--- config.mk ---
export PLATFORM = sky130hd
export DESIGN_NAME = pe_row_feeder
export DESIGN_NICKNAME = d
export VERILOG_FILES = /design/src/rtl/pe_row_feeder.sv
export SDC_FILE = /design/constraint.sdc
export NUM_CORES = 1
export LEC_CHECK = 0
export BUFFER_PORTS_ARGS = -buffer_cell sky130_fd_sc_hd__buf_2
export CAP_MARGIN = 10
export CORE_MARGIN = 2
export CORE_UTILIZATION = 60
export DETAILED_ROUTE_END_ITERATION = 7
export PLACE_DENSITY_LB_ADDON = 0.1
export SYNTH_ARGS = -nofsm -noshare
export SYNTH_HDL_FRONTEND = slang
export SYNTH_SLANG_ARGS = --single-unit
--- constraint.sdc ---
create_clock -name I_CLK -period 7.33 [get_ports I_CLK]
set_input_delay 1.466 -clock I_CLK [delete_from_list [all_inputs] [get_ports I_CLK]]
set_output_delay 1.466 -clock I_CLK [all_outputs]
set_load 0.1 [all_outputs]
--- src/rtl/pe_row_feeder.sv ---
// Left-edge X feeder for a ROWS-high PE array: vector FIFO, burst FSM and per-row skew line.
// Optional macro FEEDER_BUBBLE_CNT_EN enables the FEED-state bubble counter on O_BUBBLE_CNT.
module pe_row_feeder #(
    parameter int ROWS  = 4,
    parameter int DW    = 16,
    parameter int DEPTH = 4,
    parameter int LENW  = 8
) (
    input  logic                 I_CLK,
    input  logic                 I_RST_N,
    input  logic                 I_VEC_VLD,
    input  logic [ROWS*DW-1:0]   I_VEC,
    output logic                 O_VEC_RDY,
    input  logic                 I_START,
    input  logic [LENW-1:0]      I_LEN,
    input  logic                 I_STALL,
    output logic [ROWS-1:0]      O_X_VLD,
    output logic [ROWS*DW-1:0]   O_X,
    output logic                 O_BUSY,
    output logic                 O_DONE,
    output logic [LENW-1:0]      O_BUBBLE_CNT
);

    localparam int AW = $clog2(DEPTH);
    localparam int FW = (ROWS > 2) ? $clog2(ROWS - 1) : 1;
    localparam logic [FW-1:0] FLUSH_LAST = FW'((ROWS > 1) ? ROWS - 2 : 0);

    typedef enum logic [1:0] {
        ST_IDLE,
        ST_FEED,
        ST_FLUSH,
        ST_DONE
    } state_t;

    state_t state_q, state_d;
    logic [LENW-1:0] len_q, len_d;
    logic [LENW-1:0] issued_q, issued_d;
    logic [FW-1:0]   flush_cnt_q, flush_cnt_d;
    logic            done_q, done_d;

    logic [ROWS*DW-1:0] fifo_mem [DEPTH];
    logic [AW-1:0]      wr_ptr_q, wr_ptr_d;
    logic [AW-1:0]      rd_ptr_q, rd_ptr_d;
    logic [AW:0]        count_q, count_d;
    logic               fifo_full;
    logic               fifo_empty;
    logic               push;
    logic               pop;
    logic               start_acc;
    logic [ROWS*DW-1:0] fifo_head;

    assign fifo_full  = (count_q == (AW+1)'(DEPTH));
    assign fifo_empty = (count_q == '0);
    assign O_VEC_RDY  = !fifo_full;
    assign push       = I_VEC_VLD && !fifo_full;
    assign pop        = (state_q == ST_FEED) && !I_STALL && !fifo_empty;
    assign start_acc  = (state_q == ST_IDLE) && !I_STALL && I_START;
    assign fifo_head  = fifo_mem[rd_ptr_q];

    always_comb begin
        wr_ptr_d = push ? wr_ptr_q + AW'(1) : wr_ptr_q;
        rd_ptr_d = pop  ? rd_ptr_q + AW'(1) : rd_ptr_q;
        count_d  = count_q;
        if (push && !pop) begin
            count_d = count_q + (AW+1)'(1);
        end else if (pop && !push) begin
            count_d = count_q - (AW+1)'(1);
        end
    end

    always_ff @(posedge I_CLK or negedge I_RST_N) begin
        if (!I_RST_N) begin
            wr_ptr_q <= '0;
            rd_ptr_q <= '0;
            count_q  <= '0;
        end else begin
            wr_ptr_q <= wr_ptr_d;
            rd_ptr_q <= rd_ptr_d;
            count_q  <= count_d;
        end
    end

    // Storage is not reset; the cleared pointers make stale entries unreachable.
    always_ff @(posedge I_CLK) begin
        if (push) begin
            fifo_mem[wr_ptr_q] <= I_VEC;
        end
    end

    always_comb begin
        state_d     = state_q;
        len_d       = len_q;
        issued_d    = issued_q;
        flush_cnt_d = flush_cnt_q;
        if (state_q == ST_DONE) begin
            state_d = ST_IDLE;
        end else if (!I_STALL) begin
            case (state_q)
                ST_IDLE: begin
                    if (I_START) begin
                        len_d    = I_LEN;
                        issued_d = '0;
                        state_d  = (I_LEN == '0) ? ST_DONE : ST_FEED;
                    end
                end
                ST_FEED: begin
                    if (pop) begin
                        issued_d = issued_q + LENW'(1);
                        if (issued_q + LENW'(1) == len_q) begin
                            flush_cnt_d = '0;
                            state_d     = (ROWS == 1) ? ST_DONE : ST_FLUSH;
                        end
                    end
                end
                ST_FLUSH: begin
                    if (flush_cnt_q == FLUSH_LAST) begin
                        state_d = ST_DONE;
                    end else begin
                        flush_cnt_d = flush_cnt_q + FW'(1);
                    end
                end
                default: begin
                    state_d = ST_IDLE;
                end
            endcase
        end
        done_d = (state_d == ST_DONE);
    end

    always_ff @(posedge I_CLK or negedge I_RST_N) begin
        if (!I_RST_N) begin
            state_q     <= ST_IDLE;
            len_q       <= '0;
            issued_q    <= '0;
            flush_cnt_q <= '0;
            done_q      <= 1'b0;
        end else begin
            state_q     <= state_d;
            len_q       <= len_d;
            issued_q    <= issued_d;
            flush_cnt_q <= flush_cnt_d;
            done_q      <= done_d;
        end
    end

    assign O_BUSY = (state_q != ST_IDLE);
    assign O_DONE = done_q;

`ifdef FEEDER_BUBBLE_CNT_EN
    logic [LENW-1:0] bubble_cnt_q, bubble_cnt_d;

    always_comb begin
        bubble_cnt_d = bubble_cnt_q;
        if (start_acc) begin
            bubble_cnt_d = '0;
        end else if ((state_q == ST_FEED) && !I_STALL && fifo_empty && (bubble_cnt_q != '1)) begin
            bubble_cnt_d = bubble_cnt_q + LENW'(1);
        end
    end

    always_ff @(posedge I_CLK or negedge I_RST_N) begin
        if (!I_RST_N) begin
            bubble_cnt_q <= '0;
        end else begin
            bubble_cnt_q <= bubble_cnt_d;
        end
    end

    assign O_BUBBLE_CNT = bubble_cnt_q;
`else
    assign O_BUBBLE_CNT = '0;
`endif

    // Row r owns stages 0..r; stage r is its output register, so lane r lags row 0 by r cycles.
    for (genvar r = 0; r < ROWS; r++) begin : g_row
        logic [r:0]         vld_q, vld_d;
        logic [r:0][DW-1:0] dat_q, dat_d;

        assign vld_d[0] = I_STALL ? vld_q[0] : pop;
        assign dat_d[0] = I_STALL ? dat_q[0] : (pop ? fifo_head[r*DW +: DW] : '0);

        for (genvar s = 1; s <= r; s++) begin : g_stage
            assign vld_d[s] = I_STALL ? vld_q[s] : vld_q[s-1];
            assign dat_d[s] = I_STALL ? dat_q[s] : dat_q[s-1];
        end

        always_ff @(posedge I_CLK or negedge I_RST_N) begin
            if (!I_RST_N) begin
                vld_q <= '0;
                dat_q <= '0;
            end else begin
                vld_q <= vld_d;
                dat_q <= dat_d;
            end
        end

        assign O_X_VLD[r]        = vld_q[r] && !I_STALL;
        assign O_X[r*DW +: DW]   = dat_q[r];
    end

endmodule

==> results.tsv <==
stage	metric	value	unit
clock_tree	H-tree Lvls	2	
final_layout	layout cell share with drive strength beyond 1	0.3773	
clock_tree	Clk Latency, worst-skew pair	0.55	ns
die	Die ar.	29960	um^2
worst_setup_path	Critical Path RT	5.86	ns
synth	Post-synth ARST share	0.4286	
worst_setup_path	crit path DAT	2.54	ns
synth	register area share after synthesis	0.7282	
clock_tree	hold buffer count at CTS	0	
grt	Global Route Usage Sum	0.2012	
worst_setup_path	largest stage delay on the critical path	0.57	ns
power_and_ir_drop	power per cell area	484.3	nW/um^2
detailed_routing	antenna viol nets, final	0	
timing	final worst path period share	0.5468	
timing	final setup TNS	0	ns
timing	setup violators final	0	
clock_tree	Max clock buf depth	3	
clock_tree	Root Buffer	clkbuf_16	
place	Final GP Congestion	0.7463	
grt	vias in the first global route	8520	
grt	initial antenna violation count	6	
min_path	HP Class	reg2reg	
final_layout	final design utilization	0.6935	
timing	RSZ-0062 raised after global routing	no	
timing	final hold slack	0.4720	ns
die	core area	27930	um^2
die	die width	173.1	um
timing	Final Hold Fails	0	
clock_tree	clock slew at reported path FFs	0.05	ns
synth	top_reg_cell synth	edfxtp_1	
synth	EDFF count, synth	256	
synth	synthesized instance count	913	
timing	Max-slew headroom	0.2857	
final_layout	Area growth, synth to finish	12.92	%
worst_setup_path	crit start category	primary input	
die	Initial Util	0.6141	
power_and_ir_drop	VDD IR max	0.4201	mV
final_layout	Filler cells	1862	
clock_tree	# clock sinks	448	
detailed_routing	DR WL/cell	20.43	um
place	IO buf count	147	
synth	Synth top area share	0.4481	
clock_tree	post-CTS setup repair buffer count	0	
die	Ports	156	
power_and_ir_drop	Leak	7.623	nW
detailed_routing	routed wire length	29.36	mm
grt	total global routing overflow	0	
die	Core Rows	61	
detailed_routing	initial DRC count	508	
detailed_routing	1st-pass router iterations	4	
detailed_routing	vias	8133	
worst_setup_path	Worst path slowest cell	buf_6	
grt	global-route wire length before repair	47.02	mm
synth	synthesis-stage register bit count	448	
synth	Mapped Area	17160	um^2
clock_tree	CTS resizes	0	
grt	pin count of the biggest net entering global routing	90	
final_layout	Post-Layout Cell Count	1437	
worst_setup_path	CP max FO	89	
final_layout	# nets final	1105	
timing	Period minus WS final	4.008	ns
worst_setup_path	critical path class	in2out	
place	Post-Place Cells	1352	
detailed_routing	Residual DRC	0	
place	hpwl dp	15.88	mm
timing	Worst Clk Skew	0.02246	ns
die	die height	173.1	um
detailed_routing	DR vias/cell	5.660	
worst_setup_path	cell breakdown of the critical path	buf_6, nor2b_1, buf_2	
synth	Netlist cell types	44	
synth	Syn Area/Cell	18.79	um^2
synth	area leader, netlist	edfxtp_1	
status	outcome	complete, no violations	
synth	YS warnings	0	
clock_tree	CTS tree	built	
timing	final slew viol count	0	
synth	largest cells by area after synthesis	edfxtp_1 (45%), dfrtp_1 (28%), mux4_2 (8.4%), mux2_2 (6.8%), a22o_1 (3.3%)	
job	max cap viols	0	
timing	Least-Margin Pin Slew	1.071	ns
clock_tree	total CTS buffers	44	
worst_setup_path	element type at the critical path end	primary output	
worst_setup_path	r2r setup slk	4.65	ns
timing	Peak Freq	249.5	MHz
## metrics by stage
stage | cell area (um^2) | setup slack, ns | power, mW
floorplan | 17180 | 2.553 | 6.707
global placement | 17860 | 3.324 | 7.091
detailed placement | 17860 | 3.299 | 7.162
CTS | 19360 | 3.299 | 9.488
global route | 19370 | 3.215 | 9.792
finish | 19370 | 3.322 | 9.382
## kinds of logic after synthesis
group / after synthesis / synth area share
muxes: 168 / 0.1523
xor gates and xnor gates: 19 / 0.009700
other: 1 / 0.0002186
buffers and inverters: 108 / 0.03844
and+or+nand+nor: 64 / 0.02057
AOI/OAI and AO/OA: 97 / 0.04434
adders and majority gates: 8 / 0.006272
DFF: 448 / 0.7282
## flip-flops by register name, indices dropped and copies added (netlist names), 3 cells and up
register,count
O_X,48
count_q,3
fifo_mem,256
g_row.dat_q,112
g_row.vld_q,4
issued_q,8
len_q,8
## path summary, 6_finish.rpt
| path | from | to | depth (start not counted) |
|---|---|---|---|
| min in group asynchronous | I_RST_N | O_X[28] | 1 |
| max | I_STALL | O_X_VLD[0] | 3 |
| min | g_row[1].vld_q[0] | g_row[1].vld_q[0] | 2 |
| min reg2reg | g_row[1].vld_q[0] | g_row[1].vld_q[0] | 2 |
| max in group asynchronous | I_RST_N | rd_ptr_q[1] | 2 |
| max reg2reg | state_q[1] | flush_cnt_q[0] | 6 |
## report_power, final
part	internal, mW	total, mW	switching, mW
Combinational	0.991	3.11	2.12
Sequential	3.49	3.96	0.474
Clock	1.41	2.31	0.904
## cell type report
class | instances | area (um^2) | area share
repair buffers | 154 | 803.3 | 0.04147
flip-flops and latches | 448 | 12500 | 0.6453
multi-input cells | 364 | 4055 | 0.2093
clock buffers | 60 | 1212 | 0.06259
clock inverters | 21 | 287.8 | 0.01486
inverters | 8 | 30.03 | 0.001550
well taps | 378 | 473.0 | 0.02442
diodes | 4 | 10.01 | 0.0005167
## worst max-delay path, delay by kind of cell
family / cells / cell delay, ns
buffers and inverters: 2 / 0.91
AND/OR/NAND/NOR: 1 / 0.15
## routing by layer
metal	share of wire	up-vias	routed length (um)	track usage
met2	0.49	178	14380	0.3340
li1	-	3687	-	-
met4	0.022	2	633	0.06109
met1	0.44	4211	12810	0.2719
met3	0.052	55	1515	0.04288
met5	0.00044	-	13	0
## cell usage after synthesis (all sizes together) (8+ instances only)
master    n
edfxtp  256
xnor2    11
o21ai    14
xor2      8
nand2    12
nor2     13
dfrtp   192
mux4     64
inv       8
buf      83
mux2    104
a22o     64
clkbuf   17
## cell usage in the layout, fill, tap and decap left out, types with 4 or more instances in the layout
cell type  instances
a21oi_1            4
a22o_1            64
and3_4             4
buf_2            145
buf_4              7
bufinv_16          7
clkbuf_1          12
clkbuf_16         45
clkbuf_8           4
clkinv_1           4
clkinv_2           6
conb_1             8
dfrtp_1          190
diode_2            4
edfxtp_1         256
ha_1               7
inv_1              8
mux2_2           104
mux4_2            64
nand2_1           12
nand3_1            5
nor2_1            13
nor2b_1            6
o21ai_0           13
o31ai_1            5
xnor2_1           11
xor2_1             8
Power figures use the tool's default switching activity.
